`config.mk`:
```
export PLATFORM = sky130hd
export DESIGN_NAME = decoder_scan_n
export DESIGN_NICKNAME = d
export VERILOG_FILES = /design/src/rtl/decoder_scan_n.sv
export SDC_FILE = /design/constraint.sdc
export NUM_CORES = 1
export LEC_CHECK = 0
export CORE_AREA = 2 2 50 64
export CTS_BUF_LIST = sky130_fd_sc_hd__clkbuf_8
export DETAILED_ROUTE_END_ITERATION = 8
export DIE_AREA = 0 0 52 66
export SLEW_MARGIN = 40
export SYNTH_ARGS = -nofsm -noshare
export SYNTH_HDL_FRONTEND = slang
export SYNTH_SLANG_ARGS = --single-unit
```
`constraint.sdc`:
```
create_clock -name clk -period 1.9 [get_ports clk]
set_clock_uncertainty 0.05 [all_clocks]
set_input_delay 0.475 -clock clk [delete_from_list [all_inputs] [get_ports clk]]
set_output_delay 0.475 -clock clk [all_outputs]
set_load 0.01 [all_outputs]
```
`src/rtl/decoder_scan_n.sv`:
```
// N-to-2^N one-hot decoder with registered outputs, enable, and a self-stepping scan mode.
// SCAN holds each line for DIV cycles, starting from the address sampled on entry.
module decoder_scan_n #(
    parameter int N   = 3,
    parameter int DIV = 4
) (
    input  logic                 clk,
    input  logic                 rst_n,
    input  logic                 E,
    input  logic                 mode,
    input  logic [N-1:0]         A,
    output logic [(1<<N)-1:0]    Y,
    output logic [N-1:0]         idx,
    output logic                 wrap
);

    localparam int W  = 1 << N;
    localparam int TW = (DIV > 1) ? $clog2(DIV) : 1;
    localparam logic [TW-1:0] TICK_LAST = TW'(DIV - 1);
    localparam logic [N-1:0]  IDX_LAST  = N'(W - 1);

    typedef enum logic [0:0] {
        S_DIRECT = 1'b0,
        S_SCAN   = 1'b1
    } state_t;

    state_t          state_r, state_s;
    logic [W-1:0]    y_r, y_s;
    logic [N-1:0]    idx_r, idx_s;
    logic [N-1:0]    idx_inc_s;
    logic [TW-1:0]   tick_r, tick_s;
    logic            wrap_r, wrap_s;

    function automatic logic [W-1:0] one_hot(input logic [N-1:0] sel);
        logic [W-1:0] r;
        r      = {W{1'b0}};
        r[sel] = 1'b1;
        return r;
    endfunction

    assign idx_inc_s = idx_r + N'(1);

    // Next-state and next-output logic for the DIRECT/SCAN controller.
    always_comb begin
        state_s = state_r;
        y_s     = y_r;
        idx_s   = idx_r;
        tick_s  = tick_r;
        wrap_s  = 1'b0;
        case (state_r)
            S_DIRECT: begin
                if (mode) begin
                    state_s = S_SCAN;
                    tick_s  = {TW{1'b0}};
                end else begin
                    state_s = S_DIRECT;
                    tick_s  = tick_r;
                end
                idx_s = A;
                y_s   = E ? one_hot(A) : {W{1'b0}};
            end
            S_SCAN: begin
                if (!mode) begin
                    state_s = S_DIRECT;
                    tick_s  = {TW{1'b0}};
                    idx_s   = A;
                    y_s     = E ? one_hot(A) : {W{1'b0}};
                end else if (!E) begin
                    // Paused: index and tick are frozen so the dwell resumes where it stopped.
                    y_s = {W{1'b0}};
                end else if (tick_r == TICK_LAST) begin
                    tick_s = {TW{1'b0}};
                    idx_s  = idx_inc_s;
                    y_s    = one_hot(idx_inc_s);
                    wrap_s = (idx_r == IDX_LAST);
                end else begin
                    tick_s = tick_r + TW'(1);
                    y_s    = one_hot(idx_r);
                end
            end
            default: begin
                state_s = S_DIRECT;
                tick_s  = {TW{1'b0}};
                idx_s   = {N{1'b0}};
                y_s     = {W{1'b0}};
            end
        endcase
    end

    // State and output registers with asynchronous reset.
    always_ff @(posedge clk or negedge rst_n) begin
        if (!rst_n) begin
            state_r <= S_DIRECT;
            y_r     <= {W{1'b0}};
            idx_r   <= {N{1'b0}};
            tick_r  <= {TW{1'b0}};
            wrap_r  <= 1'b0;
        end else begin
            state_r <= state_s;
            y_r     <= y_s;
            idx_r   <= idx_s;
            tick_r  <= tick_s;
            wrap_r  <= wrap_s;
        end
    end

    assign Y    = y_r;
    assign idx  = idx_r;
    assign wrap = wrap_r;

endmodule

```
==> results of run 1 <==
[worst max path at each step]
stage / slack (ns) / startpoint / end
after floorplan: 0.32 / idx[0] / Y[5]
after global placement: 0.10 / A[1] / Y[2]
after detailed placement: 0.11 / mode / Y[2]
after CTS: 0.02 / idx[2] / idx[2]
after global routing: 0.07 / idx[2] / idx[2]
final: 0.11 / idx[2] / idx[2]
[layout make-up]
cell class                      count  area share, %
Sequential cell                    15           33.0
Clock inverter                      1          0.439
Timing Repair Buffer               24           19.8
Multi-Input combinational cell     70           39.2
Tap cell                           36           3.95
Clock buffer                        3           3.62
[repair_timing]
action / 4_1_cts / 5_1_grt
hold endpoints to repair: 0 / 0
resized for setup: 0 / 1
endpoints found under the setup margin: 0 / 1
[power by group]
part,internal [mW],switching [mW]
logic,0.0811,0.0883
registers,0.338,0.0141
clock network,0.145,0.111
total,0.564,0.213
[cells by family (layout without fill, tap and decap cells)]
group	count (synthesis)	after routing	share of synthesized area [%]
buffers and inverters	8	28	5.33
AND/OR/NAND/NOR	38	38	25.9
multiplexers	4	4	4.61
AO/OA/AOI/OAI	24	24	15.6
adder cells (fa/ha/maj)	3	3	4.32
XOR/XNOR	1	1	1.01
flip-flops	15	15	43.2
[registers in the layout, indices dropped and copies added, names as in the netlist]
name     flops
Y            8
idx          3
tick_r       2
state_r      1
wrap         1
[worst reg2reg max path, cell delays in order, from the launching register on]
cell and delay [ns]:
dfrtp_1 0.43, ha_1 0.20, ha_1 0.38, and3b_1 0.21, o311a_1 0.29
[routing by layer]
metal | vias up | share of wire (%) | GRT usage, %
met4 | 0 | 2.1 | 6.58
met1 | 376 | 41 | 14.6
met5 | - | 0 | 0
met3 | 6 | 5.1 | 3.17
li1 | 376 | - | -
met2 | 29 | 52 | 20.9
[through the flow]
stage / total power, mW / cell area (µm²) / util [%] / setup WS, ns
after CTS: 0.779 / 1140 / 40.2 / 0.0200
after global placement: 0.521 / 1090 / 38.5 / 0.101
after detailed placement: 0.524 / 1090 / 38.5 / 0.105
after floorplan: 0.449 / 868 / - / 0.319
final: 0.777 / 1140 / 40.2 / 0.109
after global routing: 0.819 / 1140 / 40.2 / 0.0730
[placed cells by master (no fill, tap or decap), types with 2 or more instances in the layout]
master           synthesis  layout
nand3b_1                 4       4
a31oi_1                  6       6
ha_1                     3       3
nand2_1                  9       9
buf_4                    1       6
clkbuf_8                 0       3
nor3b_1                  3       3
nand4b_1                 2       2
and3b_1                  3       3
a21oi_1                  3       3
nand3_1                  3       3
clkdlybuf4s50_1          0      18
o21ai_0                 13      13
mux2i_1                  4       4
dfrtp_1                 15      14
nor3_1                   2       2
nor2_1                   6       6
==> metrics.md, run 1 <==
| Metric | Value |
|---|---|
| Status | complete, no violations |
| R2r startpoint | idx[1] |
| R2R cell count | 4 |
| DR DRC count | 0 |
| Setup violations, final | 0 |
| Share of layout cells above drive strength 1 | 12.4% |
| Reg-to-reg endpoint | Y[5] |
| Post-synth cell types | 28 |
| Syn Nets | 103 |
| Setup Fix Bufs, Post-CTS | 0 |
| DP Wirelength | 1480 µm |
| Critical path depth in cells | 1 |
| Max Cap Viol | 0 |
| Crit path time final | 1.79 ns |
| Reg area | 377 µm² |
| Drt wl/cell | 13.1 µm |
| ANT nets after route | 0 |
| Crit path max fanout | 10 |
| Hold Buf Count CTS | 0 |
| ANT cells | 0 |
| Critical Path Source Type | flop |
| P_leak | 0.494 nW |
| Syn Inst Count | 93 |
| Synth Register Bits | 15 |
| RSZ-0062 raised after global routing | false |
| I/O pins | 19 |
| Kind of critical path | reg2out |
| CP Buf/Inv Count | 1 |
| Fin Setup TNS | 0 ns |
| Via Count | 787 |
| Worst path slowest cell | clkdlybuf4s50_1 |
| CTS tree | done |
| Multi-input logic area | 447 µm² |
| Reg-to-reg slack, setup | 0.21 ns |
| Most instantiated library cell after synthesis | dfrtp_1 |
| Number of flops mapped to enable cells by yosys | 0 |
| Layout Area Growth over Synthesis | 31.3% |
| Die H | 66 µm |
| Worst-Margin Slew | 0.328 ns |
| Maximum number of pins on one net before global-route repair | 16 |
| VDD IR max | 0.620 mV |
| Tcrit/Tclk final | 94.3% |
| Hold EP | tick_r[1] |
| Number of cells after detailed placement | 145 |
| Drt first pass iters | 4 |
| GRT overflow | 0 |
| Post-synth top area cell | dfrtp_1 |
| Most frequent cells after synthesis | dfrtp_1, o21ai_0, nand2_1, a31oi_1, nor2_1 |
| Core Footprint | 0.00284 mm² |
| Die area | 0.00343 mm² |
| Initial core utilization | 30.6% |
| Layout Cells excl Fill | 149 |
| Nets | 124 |
| Crit path max-delay family | buffers and inverters |
| I/O Buffers | 18 |
| Crit path capture type | output port |
| Cell Pwr Density | 682 mW/mm² |
| Fin. Hold Viols | 0 |
| Clock Latency Late Sink | 0.25 ns |
| Global-route wire length before repair | 3240 µm |
| Hold depth | 2 |
| GRT Util Overall | 12.6% |
| Req. time, crit path | 1.37 ns |
| Vias in the first global route | 736 |
| # rows | 22 |
| Ranking of synthesized cells by area | dfrtp_1, o21ai_0, mux2i_1 |
| Initial antenna violation count | 0 |
| Most used DFF post-synth | dfrtp_1 |
| Final hold slack | 0.475 ns |
| Fill cell total of the finished layout | 285 |
| Maximum clock rate | 0.558 GHz |
| Worst-path cell chain | clkdlybuf4s50_1 |
| Htree depth | 1 |
| Mapped Area | 868 µm² |
| Max-slew violation count | 0 |
| Clk slew on worst S/H paths | 0.06 ns |
| Clk sink count | 15 |
| Vias/cell | 5.28 |
| Crit path arrival time | 1.27 ns |
| CTS Buf Count | 3 |
| Hold crit path type | reg2reg |
| Share of Yosys cell area claimed by the top area cell type | 43.2% |
| Sequential-to-total area share from yosys stat | 43.2% |
| Root Driver | clkbuf_8 |
| Worst rel slew slack | 78.2% |
| Die W | 52 µm |
| Worst hold start | tick_r[1] |
| Syn_area_per_cell | 9.34 µm² |
| GP Congestion | 0.963 |
| Routed wire length | 1960 µm |
| Initial DRC count | 17 |
| Slowest Stage Delay on Critical Path | 0.56 ns |
| Ys Warns | 0 |
| Clock Tree Buf Depth | 2 |
| Post-synth ARST share | 100% |
Power figures use the tool's default switching activity.
==> inputs of run 2 (changes only) <==
Settings changed: CORE_AREA 2 2 50 64 to 2 2 52 66, DIE_AREA 0 0 52 66 to 0 0 54 68, TNS_END_PERCENT from default to 5.
==> metrics.md, run 2 (same netlist as run 1, synthesis figures left out) <==
| Metric | Value |
|---|---|
| Status | complete, no violations (unchanged) |
| CP Buf/Inv Count | 1 (unchanged) |
| CTS tree | done (unchanged) |
| Vias in the first global route | 718 (was 736) |
| Maximum clock rate | 0.553 GHz (was 0.558 GHz) |
| Die W | 54 µm (was 52 µm) |
| Crit path arrival time | 1.28 ns (was 1.27 ns) |
| Die area | 0.00367 mm² (was 0.00343 mm²) |
| Via Count | 757 (was 787) |
| Seq pwr share | 45.5% (was 45.3%) |
| GRT Util Overall | 12.7% (was 12.6%) |
| Clk sink count | 15 (unchanged) |
| P_sw | 210 µW (was 213 µW) |
| Req. time, crit path | 1.37 ns (about the same) |
| Layout Cells excl Fill | 150 (was 149) |
| Fin Setup TNS | 0 ns (unchanged) |
| Max Cap Viol | 0 (unchanged) |
| Share of layout cells above drive strength 1 | 11.5% (was 12.4%) |
| Clock power frac | 32.6% (was 32.9%) |
| Setup violations, final | 0 (unchanged) |
| Max-slew violation count | 0 (unchanged) |
| Critical Path Source Type | flop (unchanged) |
| CTS-repair resized insts | 1 (was 0) |
| Worst path slowest cell | clkdlybuf4s50_1 (unchanged) |
| RSZ-0062 raised after global routing | false (unchanged) |
| Fin. Hold Viols | 0 (unchanged) |
| Drt first pass iters | 4 (unchanged) |
| Crit path max-delay family | buffers and inverters (unchanged) |
| Htree depth | 1 (unchanged) |
| Hold crit path type | in2async (was reg2reg) |
| Reg-to-reg slack, setup | 0.28 ns (was 0.21 ns) |
| Drt wl/cell | 13.4 µm (was 13.1 µm) |
| Crit path capture type | output port (unchanged) |
| Worst-Margin Slew | 0.353 ns (was 0.328 ns) |
| Slowest Stage Delay on Critical Path | 0.57 ns (was 0.56 ns) |
| Most common cell after layout, fill and taps aside | clkdlybuf4s50_1 (unchanged) |
| Maximum number of pins on one net before global-route repair | 16 (unchanged) |
| Combinational share of power | 21.9% (was 21.8%) |
| DP Wirelength | 1480 µm (about the same) |
| Root Driver | clkbuf_8 (unchanged) |
| Cell Pwr Density | 677 mW/mm² (was 682 mW/mm²) |
| VDD IR max | 0.359 mV (was 0.620 mV) |
| ANT nets after route | 0 (unchanged) |
| Layout Area Growth over Synthesis | 31.3% (unchanged) |
| GP Congestion | 0.826 (was 0.963) |
| Nets | 124 (unchanged) |
| Clk slew on worst S/H paths | 0.06 ns (about the same) |
| Initial antenna violation count | 0 (unchanged) |
| Commonest cells after routing, fill and taps aside | clkdlybuf4s50_1, dfrtp_1, o21ai_0, nand2_1 (unchanged) |
| Die H | 68 µm (was 66 µm) |
| Clock Latency Late Sink | 0.25 ns (about the same) |
| Routed wire length | 2010 µm (was 1960 µm) |
| Fin util | 36.7% (was 40.2%) |
| P_leak | 0.495 nW (was 0.494 nW) |
| Core Footprint | 0.00311 mm² (was 0.00284 mm²) |
| Global-route wire length before repair | 3420 µm (was 3240 µm) |
| Initial DRC count | 19 (was 17) |
| CTS Buf Count | 3 (unchanged) |
| Largest register FFs | 8 (unchanged) |
| Hold Buf Count CTS | 0 (unchanged) |
| Clock Tree Buf Depth | 2 (unchanged) |
| ANT cells | 0 (unchanged) |
| Crit path time final | 1.81 ns (was 1.79 ns) |
| P_int | 561 µW (was 564 µW) |
| Sw Ratio | 27.2% (was 27.4%) |
| Setup Fix Bufs, Post-CTS | 0 (unchanged) |
| I/O pins | 19 (unchanged) |
| Worst-path cell chain | clkdlybuf4s50_1 (unchanged) |
| I/O Buffers | 18 (unchanged) |
| Initial core utilization | 27.9% (was 30.6%) |
| Number of cells after detailed placement | 146 (was 145) |
| DR DRC count | 0 (unchanged) |
| GRT overflow | 0 (unchanged) |
| Crit path max fanout | 10 (unchanged) |
| Worst rel slew slack | 76.5% (was 78.2%) |
| Vias/cell | 5.05 (was 5.28) |
| # rows | 23 (was 22) |
| Kind of critical path | reg2out (unchanged) |
| Overall power | 772 µW (was 777 µW) |
| Tcrit/Tclk final | 95.1% (was 94.3%) |
run 2: cell count changes in the layout (fill, tap and decap cells not counted), sizes merged:
cell / before / now
clkinv: 1 / 0
inv: 0 / 1
run 2: final timing paths:
| check | end | startpoint | cells past startpoint |
|---|---|---|---|
| min in group clk | tick_r[1] | tick_r[1] | 2 |
| hold reg to reg | tick_r[1] | tick_r[1] | 2 |
| setup / recovery | idx[2] | idx[2] | 1 |
| hold / removal | Y[3] | rst_n | 2 |
| max in group asynchronous | idx[2] | rst_n | 2 |
| setup reg to reg | Y[5] | idx[0] | 4 |
run 2: per-layer routing:
layer | global-route usage (%) | part of all wire (%) | vias up
li1 | - | - | 374
met1 | 14.6 | 44 | 369
met2 | 22.7 | 52 | 12
met3 | 1.97 | 3.2 | 2
met4 | 5.63 | 0.84 | 0
met5 | 0 | 0 | -
run 2: layout make-up:
type / count / area [µm²]
Clock buffer: 3 / 41.3
Clock inverter: 1 / 3.75
Fill cell: 332 / 1970
Multi-Input combinational cell: 70 / 447
Sequential cell: 15 / 377
Tap cell: 37 / 46.3
Timing Repair Buffer: 24 / 225
run 2: power by group through the flow:
stage,logic [mW],registers (mW),clock network [mW]
6_report,0.169,0.351,0.252
5_1_grt,0.187,0.353,0.277
4_1_cts,0.170,0.351,0.261
3_5_place_dp,0.169,0.356,0
3_3_place_gp,0.165,0.355,0
2_1_floorplan,0.0873,0.362,0
run 2: through the flow:
step	hold slack [ns]	setup WS, ns	instance area (µm²)
6_report	0.494	0.0932	1140
5_1_grt	0.516	0.0634	1140
4_1_cts	0.502	0.0929	1140
3_5_place_dp	0.495	0.0806	1090
3_3_place_gp	0.449	0.137	1090
2_1_floorplan	0.129	0.319	868
==> variant 1: new RTL, config.mk and constraints of run 1 <==
Set the parameter `N` to 2 (it was 3).
--- a/src/rtl/decoder_scan_n.sv
+++ b/src/rtl/decoder_scan_n.sv
@@ -1,7 +1,7 @@
 // N-to-2^N one-hot decoder with registered outputs, enable, and a self-stepping scan mode.
 // SCAN holds each line for DIV cycles, starting from the address sampled on entry.
 module decoder_scan_n #(
-    parameter int N   = 3,
+    parameter int N   = 2,
     parameter int DIV = 4
 ) (
     input  logic                 clk,
Interface: changed (resized A, Y and idx); port bits go from 19 to 13. The function was not compared with the original's and may differ.
==> variant 1 against run 1 <==
Sequential share of layout area down 0.31 points; sequential cell count shrank 5; wire length decreased by 43%; utilization down 13 points; largest power group unchanged; total power down 30%; synthesized area down 35%; fmax is 2.6% higher; count of clock-buffer cells in the layout stayed put; sequential power is 34% lower; setup slack better by 0.046 ns; critical path type unchanged; cell area down 33%.
==> variant 1: results (changes against run 1) <==
Placement
  – PortBufs: 12 (-6)
  – Area of placed instances: 723 um^2 (-34%)
  – Post-placement cell count: 102 (-30%)
  – DP HPWL: 866 um (-41%)
  – DP Worst Slack: 0.210 ns (+0.105 ns)

Global route
  – Largest net degree at the start of global routing: 11 (-5)
  – Vias in the first global route: 454 (-38%)
  – First-pass GRT wire length: 2010 um (-38%)

Route
  – Via density: 3.97 (-25%)
  – TritonRoute pass-1 iters: 2 (-2)
  – WL/cell: 10.6 um (-19%)
  – Routed wire length: 1120 um (-43%)

Setup path
  – Reg2Reg Setup Slack: 0.58 ns (+0.37 ns)
  – CP Max Fanout: 5 (-5)
  – Arr. time, crit path: 1.22 ns (-0.05 ns)

Logic synthesis
  – Post-synth cell types: 17 (-39%)
  – Mapped Nets: 67 (-35%)
  – Seq/Total Area, Yosys: 44.4% (+1.2 points)
  – Commonest cells post-synth: dfrtp_1, mux2i_1, nor2_1
  – Synth top area cells: dfrtp_1, ha_1, mux2i_1

Timing
  – Period utilization: 91.9% (-2.4 points)
  – Max_slew headroom: 69.7% (-8.5 points)

Run status
  – Outcome: completed

Hold path
  – Hold crit path type: in2async

Clocking
  – Worst-path clk slew: 0.05 ns

Pwr
  – P_int: 0.000409 W (-28%)
  – Sequential Power Share: 43.0% (-2.3 points)
  – Max IR drop VDD: 181 uV (-71%)

Layout
  – Max reg flops: 4 (-4)
  – # nets final: 83 (-33%)
  – Fillers: 290 (+1.8%)
==> variant 1: changes by cell type in the layout (fill, tap and decap cells not counted), moves of 5 or more <==
| cell | before | now |
|---|---|---|
| clkdlybuf4s50_1 | 18 | 12 |
| o21ai_0 | 13 | 0 |
| a31oi_1 | 6 | 0 |
| buf_4 | 6 | 1 |
==> variant 1: layer usage <==
metal | part of all wire [%] | GRT usage (%)
met1 | 42 | 9.19
met2 | 45 | 12.8
met3 | 7.9 | 3.62
met4 | 4.6 | 7.89
met5 | 0 | 0
==> variant 1: layout make-up <==
class | instances | area [um^2] | share of cell area (%)
well taps | 36 | 45.0 | 5.89
repair buffers | 13 | 128 | 16.7
flip-flops and latches | 10 | 250 | 32.7
inverters | 2 | 7.51 | 0.982
multi-input cells | 41 | 293 | 38.3
clock buffers | 3 | 41.3 | 5.40
==> variant 1: power by group through the flow <==
stage	Sequential, W	Clock, W	Combinational (W)
final	0.000234	0.000223	0.0000869
after floorplan	0.000240	0	0.0000430
after global routing	0.000236	0.000234	0.000100
after global placement	0.000237	0	0.0000864
after CTS	0.000234	0.000228	0.0000889
after detailed placement	0.000237	0	0.0000882
==> variant 1: kinds of logic after synthesis <==
group | share of synthesized area (%)
multiplexers | 12.4
flip-flops | 44.4
adder cells (fa/ha/maj) | 13.3
AND/OR/NAND/NOR | 15.8
buffers and inverters | 3.56
XOR/XNOR | 1.56
AO/OA/AOI/OAI | 8.89
==> variant 1: final timing paths <==
path                                             from               endpoint  depth (start not counted)
worst max-delay path               idx[1]$_DFFE_PN0P_                 idx[1]                          1
worst min-delay path                            rst_n         Y[3]$_DFF_PN0_                          1
worst max register to register  tick_r[0]$_DFFE_PN0P_         Y[0]$_DFF_PN0_                          4
worst min register to register  tick_r[1]$_DFFE_PN0P_  tick_r[1]$_DFFE_PN0P_                          2
max in group asynchronous                       rst_n         Y[1]$_DFF_PN0_                          1
min in group clk                tick_r[1]$_DFFE_PN0P_  tick_r[1]$_DFFE_PN0P_                          2
==> variant 1: worst register-to-register path, delay by kind of cell, from the launching register on <==
kind	cells	cell delay, ns
AOI/OAI and AO/OA	1	0.17
muxes	1	0.22
DFF	1	0.40
adders and majority gates	1	0.31
and+or+nand+nor	1	0.06
==> variant 1: metrics by stage <==
stage	hold slack (ns)	total power (W)
after floorplan	0.129	0.000283
after global routing	0.549	0.000571
after CTS	0.510	0.000551
after global placement	0.495	0.000323
final	0.502	0.000544
after detailed placement	0.498	0.000325
==> variant 2: new RTL, config.mk and constraints of run 1 <==
Without the edit above. Add an input register stage for `E`, `mode` and `A`; this delays them by one clock. Comments in the files are not updated.
--- a/src/rtl/decoder_scan_n.sv
+++ b/src/rtl/decoder_scan_n.sv
@@ -24,6 +24,16 @@
         S_SCAN   = 1'b1
     } state_t;
 
+    logic E_q;
+    logic mode_q;
+    logic [N-1:0] A_q;
+
+    always_ff @(posedge clk) begin
+        E_q    <= E;
+        mode_q <= mode;
+        A_q    <= A;
+    end
+
     state_t          state_r, state_s;
     logic [W-1:0]    y_r, y_s;
     logic [N-1:0]    idx_r, idx_s;
@@ -49,23 +59,23 @@
         wrap_s  = 1'b0;
         case (state_r)
             S_DIRECT: begin
-                if (mode) begin
+                if (mode_q) begin
                     state_s = S_SCAN;
                     tick_s  = {TW{1'b0}};
                 end else begin
                     state_s = S_DIRECT;
                     tick_s  = tick_r;
                 end
-                idx_s = A;
-                y_s   = E ? one_hot(A) : {W{1'b0}};
+                idx_s = A_q;
+                y_s   = E_q ? one_hot(A_q) : {W{1'b0}};
             end
             S_SCAN: begin
-                if (!mode) begin
+                if (!mode_q) begin
                     state_s = S_DIRECT;
                     tick_s  = {TW{1'b0}};
-                    idx_s   = A;
-                    y_s     = E ? one_hot(A) : {W{1'b0}};
-                end else if (!E) begin
+                    idx_s   = A_q;
+                    y_s     = E_q ? one_hot(A_q) : {W{1'b0}};
+                end else if (!E_q) begin
                     // Paused: index and tick are frozen so the dwell resumes where it stopped.
                     y_s = {W{1'b0}};
                 end else if (tick_r == TICK_LAST) begin
Formal check against the unedited RTL: not equivalent (a bounded check fails within 4 cycles, from zero or initial values and one cycle with rst_n low).
==> variant 2 against run 1 <==
Final cell count increased by 0.67%; cell area increased by 7.0%; die area unchanged; non-clock buffer count decreased by 4; total power increased by 21%; wire length increased by 1.6%; critical path type unchanged; synthesized area increased by 12%; setup slack got worse by 0.0092 ns; sequential cell count increased by 5.
==> variant 2: results (changes against run 1) <==
Global route
  – Largest net degree at the start of global routing: 16 (unchanged)
  – First-pass GRT wire length: 3280 um (+1.3%)
  – Aggregate global-route resource usage: 13.2% (+0.64 points)
  – Vias in the first global route: 755 (+2.6%)

Logic synthesis
  – Mux contribution to synthesized area: 4.13% (-0.48 points)
  – Synth Area in Adders: 3.88% (-0.45 points)
  – Post-synth cell types: 29 (+3.6%)
  – Seq/Total Area, Yosys: 49.1% (+5.9 points)
  – YS warnings: 0 (unchanged)
  – Mapped Nets: 108 (+4.9%)
  – Synth async-reset ratio: 75.0% (-25 points)
  – Synth top area cells: dfrtp_1, dfxtp_1, o21ai_0
  – Post-Synth XOR/XNOR Area: 0.904% (-0.10 points)

Placement
  – PortBufs: 18 (unchanged)
  – DP Worst Slack: 0.216 ns (+0.111 ns)
  – DP HPWL: 1420 um (-3.6%)
  – Final Wtd Congestion: 0.826 (-14%)

Pwr
  – Max IR drop VDD: 454 uV (-27%)
  – Clock Power: 0.000319 W (+25%)
  – P_int: 0.000707 W (+25%)
  – Leakage: 0.519 nW (+5.0%)
  – Combinational power share: 15.4% (-6.4 points)
  – Switch Pwr: 0.000234 W (+9.7%)

Timing
  – Max_slew headroom: 67.9% (-10 points)

Run status
  – Outcome: completed

Layout
  – Diodes inserted: 0 (unchanged)
  – # nets final: 125 (+0.81%)

Route
  – Via count: 783 (-0.51%)
  – Iter 0 DRT Violations: 20 (+3)
  – WL/cell: 13.2 um (+0.91%)

Setup path
  – CP peak stage delay: 0.56 ns (about the same)

Clocking
  – Clk_lat worst skew: 0.26 ns
## variant 2: changes by cell type in the layout (fill, tap and decap cells not counted), sizes merged
cell | run 1 | this run
buf | 6 | 2
dfxtp | 0 | 5
clkbuf | 3 | 4
clkinv | 1 | 0
## variant 2: worst register-to-register path: cells and delay by family, from the launching register on
family / cells / cell delay [ns]
flip-flops: 1 / 0.47
AO/OA/AOI/OAI: 1 / 0.28
adder cells (fa/ha/maj): 2 / 0.57
AND/OR/NAND/NOR: 1 / 0.20
## variant 2: metal layers
layer  up-vias  GRT usage [%]  share of wire, %
met5         -              0                 0
met4         0           11.5               5.2
met3        11           2.26               4.0
met2        25           22.9                51
met1       366           13.1                40
li1        381              -                 -
## variant 2: repair_timing
action	CTS	global route
endpoints found under the setup margin	0	2
gates resized for setup	0	2
setup buffers	0	0
## variant 2: worst paths after layout
path	cells after the start	slack, ns	endpoint	startpoint
max reg2reg	4	0.23	Y[5]$_DFF_PN0_	idx[1]$_DFFE_PN0P_
max in group asynchronous	2	1.13	idx[2]$_DFFE_PN0P_	rst_n
max	1	0.1	idx[2]	idx[2]$_DFFE_PN0P_
min	0	0.33	state_r$_DFF_PN0_	mode_q$_DFF_P_
min in group asynchronous	2	0.48	idx[0]$_DFFE_PN0P_	rst_n
min reg2reg	0	0.33	state_r$_DFF_PN0_	mode_q$_DFF_P_
## variant 2: final cells by class
cell class	instances	area, um^2
Fill cell	273	1620
Clock buffer	4	55.1
Tap cell	36	45.0
Multi-Input combinational cell	70	447
Timing Repair Buffer	20	195
Sequential cell	20	478
## variant 2: through the flow
| step | instance area, um^2 | cells |
|---|---|---|
| floorplan | 968 | 98 |
| global placement | 1160 | 146 |
| detailed placement | 1160 | 146 |
| CTS | 1220 | 150 |
| global route | 1220 | 150 |
| finish | 1220 | 150 |
